===== config.mk =====
export PLATFORM = sky130hd
export DESIGN_NAME = multicycle_controller
export DESIGN_NICKNAME = d
export VERILOG_FILES = /design/src/rtl/cpu_ctrl_pkg.sv /design/src/rtl/alu_decoder.sv /design/src/rtl/multicycle_controller.sv
export SDC_FILE = /design/constraint.sdc
export NUM_CORES = 1
export LEC_CHECK = 0
export BUFFER_PORTS_ARGS = -buffer_cell sky130_fd_sc_hd__buf_2
export CORE_MARGIN = 2
export CORE_UTILIZATION = 50
export DETAILED_ROUTE_END_ITERATION = 8
export PLACE_DENSITY = 0.75
export RECOVER_POWER = 100
export SYNTH_ARGS = -nofsm -noshare
export SYNTH_HDL_FRONTEND = slang
export SYNTH_SLANG_ARGS = --single-unit

===== constraint.sdc =====
create_clock -name Clock -period 4.5 [get_ports Clock]
set_input_delay 0.45 -clock Clock [delete_from_list [all_inputs] [get_ports Clock]]
set_output_delay 0.45 -clock Clock [all_outputs]
set_load 0.03 [all_outputs]

===== src/rtl/cpu_ctrl_pkg.sv =====
// Shared encodings for the multicycle CPU control unit: FSM states, ALU
// operations, opcode/func values and datapath select codes.
package cpu_ctrl_pkg;

  localparam logic [3:0] S_FETCH     = 4'd0;
  localparam logic [3:0] S_DECODE    = 4'd1;
  localparam logic [3:0] S_MEM_ADDR  = 4'd2;
  localparam logic [3:0] S_MEM_READ  = 4'd3;
  localparam logic [3:0] S_MEM_WB    = 4'd4;
  localparam logic [3:0] S_MEM_WRITE = 4'd5;
  localparam logic [3:0] S_EXEC_R    = 4'd6;
  localparam logic [3:0] S_R_WB      = 4'd7;
  localparam logic [3:0] S_BRANCH    = 4'd8;
  localparam logic [3:0] S_JUMP      = 4'd9;
  localparam logic [3:0] S_EXEC_I    = 4'd10;
  localparam logic [3:0] S_I_WB      = 4'd11;
  localparam logic [3:0] S_HALT      = 4'd12;

  localparam logic [2:0] ALU_ADD = 3'b000;
  localparam logic [2:0] ALU_SUB = 3'b001;
  localparam logic [2:0] ALU_AND = 3'b010;
  localparam logic [2:0] ALU_OR  = 3'b011;
  localparam logic [2:0] ALU_SLT = 3'b100;

  localparam logic [5:0] OP_RTYPE = 6'b000000;
  localparam logic [5:0] OP_LW    = 6'b100011;
  localparam logic [5:0] OP_SW    = 6'b101011;
  localparam logic [5:0] OP_BEQ   = 6'b000100;
  localparam logic [5:0] OP_BNE   = 6'b000101;
  localparam logic [5:0] OP_J     = 6'b000010;
  localparam logic [5:0] OP_ADDI  = 6'b001000;
  localparam logic [5:0] OP_ORI   = 6'b001101;

  localparam logic [5:0] FN_ADD = 6'b100000;
  localparam logic [5:0] FN_SUB = 6'b100010;
  localparam logic [5:0] FN_AND = 6'b100100;
  localparam logic [5:0] FN_OR  = 6'b100101;
  localparam logic [5:0] FN_SLT = 6'b101010;

  localparam logic [1:0] SRCB_BUSB    = 2'b00;
  localparam logic [1:0] SRCB_FOUR    = 2'b01;
  localparam logic [1:0] SRCB_IMM     = 2'b10;
  localparam logic [1:0] SRCB_IMM_SH2 = 2'b11;

  localparam logic [1:0] PCSRC_ALU    = 2'b00;
  localparam logic [1:0] PCSRC_ALUOUT = 2'b01;
  localparam logic [1:0] PCSRC_JUMP   = 2'b10;

  function automatic logic is_mem_state(input logic [3:0] s);
    return (s == S_FETCH) || (s == S_MEM_READ) || (s == S_MEM_WRITE);
  endfunction

endpackage


===== src/rtl/alu_decoder.sv =====
// Combinational ALU operation and immediate-extension decode for the
// multicycle controller; func_valid flags unsupported R-type functions.
module alu_decoder
  import cpu_ctrl_pkg::*;
(
  input  logic [5:0] op,
  input  logic [5:0] func,
  input  logic [3:0] state,
  output logic [2:0] ALUctr,
  output logic       ExtOp,
  output logic       func_valid
);

  logic [2:0] r_ctr;

  always_comb begin
    func_valid = 1'b1;
    r_ctr      = ALU_ADD;
    case (func)
      FN_ADD:  r_ctr = ALU_ADD;
      FN_SUB:  r_ctr = ALU_SUB;
      FN_AND:  r_ctr = ALU_AND;
      FN_OR:   r_ctr = ALU_OR;
      FN_SLT:  r_ctr = ALU_SLT;
      default: func_valid = 1'b0;
    endcase
  end

  always_comb begin
    ALUctr = ALU_ADD;
    ExtOp  = 1'b0;
    case (state)
      S_DECODE, S_MEM_ADDR: ExtOp = 1'b1;
      S_EXEC_R:             ALUctr = r_ctr;
      S_BRANCH:             ALUctr = ALU_SUB;
      // I_WB keeps the EXEC_I settings so ALUOut is not disturbed
      S_EXEC_I, S_I_WB: begin
        if (op == OP_ORI) ALUctr = ALU_OR;
        else              ExtOp  = 1'b1;
      end
      default: ;
    endcase
  end

endmodule


===== src/rtl/multicycle_controller.sv =====
// Multicycle CPU control FSM: sequences fetch/decode/execute over a shared
// datapath, counts retired instructions and halts on illegal ops or stalls.
module multicycle_controller
  import cpu_ctrl_pkg::*;
#(
  parameter int MEM_WAIT_MAX = 255
) (
  input  logic        Clock,
  input  logic        Reset,
  input  logic [5:0]  op,
  input  logic [5:0]  func,
  input  logic        Zero,
  input  logic        mem_ready,
  output logic        PCWr,
  output logic        IRWr,
  output logic        MemRd,
  output logic        MemWr,
  output logic        IorD,
  output logic        RegWr,
  output logic        RegDst,
  output logic        MemtoReg,
  output logic        ALUSrcA,
  output logic [1:0]  ALUSrcB,
  output logic [2:0]  ALUctr,
  output logic [1:0]  PCSrc,
  output logic        ExtOp,
  output logic        retire,
  output logic [31:0] inst_count,
  output logic        illegal_op,
  output logic        mem_timeout,
  output logic [3:0]  state
);

  localparam int CW = $clog2(MEM_WAIT_MAX + 1);
  localparam logic [CW-1:0] WAIT_LAST = CW'(MEM_WAIT_MAX - 1);

  logic [3:0]    next_state;
  logic [CW-1:0] stall_cnt;
  logic          func_valid, illegal_hit, stall, timeout_hit, retire_raw;
  logic          pc_wr, ir_wr, mem_rd, mem_wr, reg_wr;

  alu_decoder u_alu_decoder (
    .op         (op),
    .func       (func),
    .state      (state),
    .ALUctr     (ALUctr),
    .ExtOp      (ExtOp),
    .func_valid (func_valid)
  );

  // Memory handshake: MemRd/MemWr and IorD hold steady in a memory state
  // until the cycle mem_ready=1 completes the access; mem_ready is ignored
  // in every other state.
  assign stall       = is_mem_state(state) && !mem_ready;
  assign timeout_hit = stall && (stall_cnt == WAIT_LAST);

  always_comb begin
    next_state  = state;
    illegal_hit = 1'b0;
    case (state)
      S_FETCH: if (mem_ready) next_state = S_DECODE;
      S_DECODE: begin
        case (op)
          OP_RTYPE:       next_state = S_EXEC_R;
          OP_LW, OP_SW:   next_state = S_MEM_ADDR;
          OP_BEQ, OP_BNE: next_state = S_BRANCH;
          OP_J:           next_state = S_JUMP;
          OP_ADDI, OP_ORI: next_state = S_EXEC_I;
          default: begin
            next_state  = S_HALT;
            illegal_hit = 1'b1;
          end
        endcase
      end
      S_MEM_ADDR: begin
        if (op == OP_LW)      next_state = S_MEM_READ;
        else if (op == OP_SW) next_state = S_MEM_WRITE;
        else begin
          next_state  = S_HALT;
          illegal_hit = 1'b1;
        end
      end
      S_MEM_READ:  if (mem_ready) next_state = S_MEM_WB;
      S_MEM_WRITE: if (mem_ready) next_state = S_FETCH;
      S_EXEC_R: begin
        if (func_valid) next_state = S_R_WB;
        else begin
          next_state  = S_HALT;
          illegal_hit = 1'b1;
        end
      end
      S_EXEC_I: next_state = S_I_WB;
      S_MEM_WB, S_R_WB, S_BRANCH, S_JUMP, S_I_WB: next_state = S_FETCH;
      S_HALT:   next_state = S_HALT;
      default: begin
        next_state  = S_HALT;
        illegal_hit = 1'b1;
      end
    endcase
    if (timeout_hit) next_state = S_HALT;
  end

  assign retire_raw = (next_state == S_FETCH) && (state != S_FETCH);

  always_ff @(posedge Clock or posedge Reset) begin
    if (Reset) begin
      state       <= S_FETCH;
      inst_count  <= 32'd0;
      illegal_op  <= 1'b0;
      mem_timeout <= 1'b0;
      stall_cnt   <= '0;
    end else begin
      state <= next_state;
      if (retire_raw)  inst_count  <= inst_count + 32'd1;
      if (illegal_hit) illegal_op  <= 1'b1;
      if (timeout_hit) mem_timeout <= 1'b1;
      stall_cnt <= (stall && !timeout_hit) ? stall_cnt + 1'b1 : '0;
    end
  end

  always_comb begin
    pc_wr    = 1'b0;
    ir_wr    = 1'b0;
    mem_rd   = 1'b0;
    mem_wr   = 1'b0;
    reg_wr   = 1'b0;
    IorD     = 1'b0;
    RegDst   = 1'b0;
    MemtoReg = 1'b0;
    ALUSrcA  = 1'b0;
    ALUSrcB  = SRCB_BUSB;
    PCSrc    = PCSRC_ALU;
    case (state)
      S_FETCH: begin
        mem_rd  = 1'b1;
        ALUSrcB = SRCB_FOUR;
        pc_wr   = mem_ready;
        ir_wr   = mem_ready;
      end
      S_DECODE:   ALUSrcB = SRCB_IMM_SH2;
      S_MEM_ADDR: begin ALUSrcA = 1'b1; ALUSrcB = SRCB_IMM; end
      S_MEM_READ: begin mem_rd = 1'b1; IorD = 1'b1; end
      S_MEM_WB:   begin reg_wr = 1'b1; MemtoReg = 1'b1; end
      S_MEM_WRITE: begin mem_wr = 1'b1; IorD = 1'b1; end
      S_EXEC_R:   ALUSrcA = 1'b1;
      S_R_WB:     begin reg_wr = 1'b1; RegDst = 1'b1; end
      S_BRANCH: begin
        ALUSrcA = 1'b1;
        PCSrc   = PCSRC_ALUOUT;
        pc_wr   = (op == OP_BNE) ? ~Zero : Zero;
      end
      S_JUMP:   begin PCSrc = PCSRC_JUMP; pc_wr = 1'b1; end
      S_EXEC_I: begin ALUSrcA = 1'b1; ALUSrcB = SRCB_IMM; end
      S_I_WB:   reg_wr = 1'b1;
      default: ;
    endcase
  end

  // Strobes drop the instant Reset rises so an abandoned instruction never
  // leaves a partial write behind.
  assign PCWr   = pc_wr  & ~Reset;
  assign IRWr   = ir_wr  & ~Reset;
  assign MemRd  = mem_rd & ~Reset;
  assign MemWr  = mem_wr & ~Reset;
  assign RegWr  = reg_wr & ~Reset;
  assign retire = retire_raw & ~Reset;

endmodule


==> results.cfg <==
[timing]
fin_ws_ns = 0.7180
min_period_over_period_pct = 84.04
fin_setup_tns_ns = 0
skew_ns = 0.01250
slew_headroom_pct = -16.51
setup_viol = 0
max_slew.worst_pin.slew_ns = 1.746
fmax_mhz = 264.4
min_period_ns = 3.782
slew_viol_final = 49
final_hold_viol_count = 0
rsz0062_at_grt = no

[clock_tree]
root_buffer = clkbuf_8
cts.sink_count = 46
cts_tree = yes
cts_setup_buffers = 0
cts_buffers = 5
clock_latency_ns = 0.30
h-tree-depth = 2
clk_pin_slew_ns = 0.08
cts_buffer_depth = 2
cts_hold_buf = 0
cts_resized = 0

[min_path]
hold-path-endpoint = mem_timeout
hold_depth = 1
worst_hold_path_type = flip-flop to flip-flop
min_from = mem_timeout

[synth]
synth_top_family_by_area = simple AND/OR/NAND/NOR gates
synthTopCellsByCount = dfrtp_1 (46), nor2_1 (35), xor2_1 (33)
synth-seq-area-share_pct = 38.67
yosys.area_share.xor_xnor_pct = 12.06
async_reset_ff_share_pct = 100.0
yosysTopAreaCell = dfrtp_1
yosys_register_bits = 46
synth-simple-area-share_pct = 35.86
yosysMostFrequentCell = dfrtp_1
ys_types = 55
synth_warnings = 0
synth_top_flop_cell = dfrtp_1
synth_area_um2 = 2977
synth.avg_cell_area_um2 = 9.420
syn_nets = 335
synth.top_cell.area_share_pct = 38.67
synth_cells = 316
synthMuxAreaShare_pct = 0.3783
synth_edf_count = 0
synth_compound_area_share_pct = 6.978
synthAdderAreaFrac_pct = 1.261
yosys-top-cells-area = dfrtp_1 (39%), xor2_1 (9.7%), nor4_2 (5.9%), nor2_1 (4.4%), nor3_1 (4.0%)

[drt]
wl_met2_um = 2980
highest_layer = met4
via_per_inst = 5.631
drc = 0
wl_met1_um = 3168
ant_nets = 0
drt_iter0_markers = 220
wl_per_cell_um = 14.38
wl_um = 6502
met3_length_um = 298
via_count = 2545
firstDrtPassIters = 4

[worst_setup_path]
worstReg2RegEnd = inst_count[1]
crit_path_end_kind = output port
critical_path_required_ns = 4.05
ff2ff_setup_slack_ns = 1.30
critPathLaunchType = flip-flop
cp_max_fo = 32
r2r_start = state[0]
setup.worst_path.class = flip-flop to output port
ff2ff_path_depth = 7
worstPathArrival_ns = 3.33

[floorplan]
die_w_um = 81.16
ios = 72
die_y_um = 81.16
rows = 28
initial_core_util_pct = 50.88
coreArea_um2 = 5851
fp.dieArea_um2 = 6586

[place]
finalWeightedCongestion = 0.7913
dpl.hpwl_um = 4548
dp_slack_ns = 1.197
placed_area_um2 = 3321
io_buffers = 71

[layout]
fillers = 578
drive_gt1_share_pct = 7.958
postLayoutCellArea_um2 = 3227
multi_input_area_um2 = 1568
final-seq-area_um2 = 1151
antennaDiodeCount = 0
area_delta_synth_final_pct = 8.407
final_nets = 395

[global_route]
grt_max_degree = 49
first_global_vias = 2389
groute.usage.overall_pct = 20.24
grt_overflow = 0
grt_antenna_before_repair = 0
grt_pass1_wl_um = 10550

[power]
power_density_nw_per_um2 = 219.4
p_leak_nw = 1.399
worst_ir_drop_vdd_mv = 0.1882

[status]
violations = max-capacitance violations, max-slew violations
outcome = finished, violations left

[job]
maxCapViolations = 1
cells by family (layout without fill, tap and decap cells):
group                    count (synthesis)  in the layout
AO/OA/AOI/OAI                           27             27
XOR/XNOR                                41             41
adder cells (fa/ha/maj)                  3              3
buffers and inverters                   27             88
flip-flops                              46             46
multiplexers                             1              1
AND/OR/NAND/NOR                        171            171
layout make-up:
| class | instances | share of cell area, % |
|---|---|---|
| clock buffer | 7 | 2.675 |
| multi-input combinational | 243 | 48.58 |
| sequential | 46 | 35.67 |
| inverter | 8 | 0.9306 |
| timing repair buffer | 72 | 9.073 |
| tap | 75 | 2.908 |
| clock inverter | 1 | 0.1551 |
how the worst max path moves through the flow:
stage	start	end	slack (ns)	depth (start not counted)
after detailed placement	state[0]	retire	1.20	7
after CTS	state[0]	retire	0.86	7
after floorplan	state[0]	retire	1.13	8
after global placement	state[0]	retire	1.27	7
final	state[0]	retire	0.72	7
after global routing	state[0]	retire	0.41	7
power by group:
part | leakage [nW] | total (W) | switching (W) | internal [W]
clock network | 0.0482 | 0.000261 | 0.000137 | 0.000124
logic | 0.745 | 0.0000337 | 0.0000227 | 0.0000110
registers | 0.606 | 0.000413 | 0 | 0.000413
through the flow:
step / utilization [%] / power [W] / hold slack, ns / instances
floorplan: - / 0.0004429 / 0.4915 / 316
global placement: 56.76 / 0.0004551 / 0.4563 / 444
detailed placement: 56.76 / 0.0004556 / 0.4574 / 444
CTS: 58.32 / 0.0007148 / 0.4438 / 452
global route: 55.15 / 0.0007345 / 0.5017 / 452
finish: 55.15 / 0.0007078 / 0.4799 / 452
layout by cell type (no fill, tap or decap), drive strengths merged, types with 3 or more instances in the layout:
| master | count |
|---|---|
| clkbuf | 63 |
| dfrtp | 46 |
| nor2 | 35 |
| xor2 | 33 |
| nor3 | 24 |
| nor4 | 20 |
| nand2 | 19 |
| nand3 | 19 |
| buf | 16 |
| nand2b | 10 |
| xnor2 | 8 |
| inv | 8 |
| nand4 | 8 |
| nor2b | 7 |
| a21oi | 6 |
| nor4b | 5 |
| and4 | 3 |
| nand3b | 3 |
| o21ai | 3 |
| a21o | 3 |
| and3 | 3 |
| ha | 3 |
critical path, stage by stage (launching register included):
cell and delay (ns):
dfrtp_1 0.70, nand2b_1 0.32, nor2_1 0.08, a211o_1 0.33, a311oi_1 0.48, nand3_4 0.38, nor4_1 0.39, clkbuf_1 0.35
flip-flops by register name, indices dropped and copies added (netlist names):
register and cells:
illegal_op 1, inst_count 32, mem_timeout 1, stall_cnt 8, state 4
metal layers:
layer  vias up  track usage, %
li1       1247               -
met4         0           6.271
met3         6           3.778
met1      1237           27.71
met5         -               0
met2        55           32.64
Power figures use the tool's default switching activity.
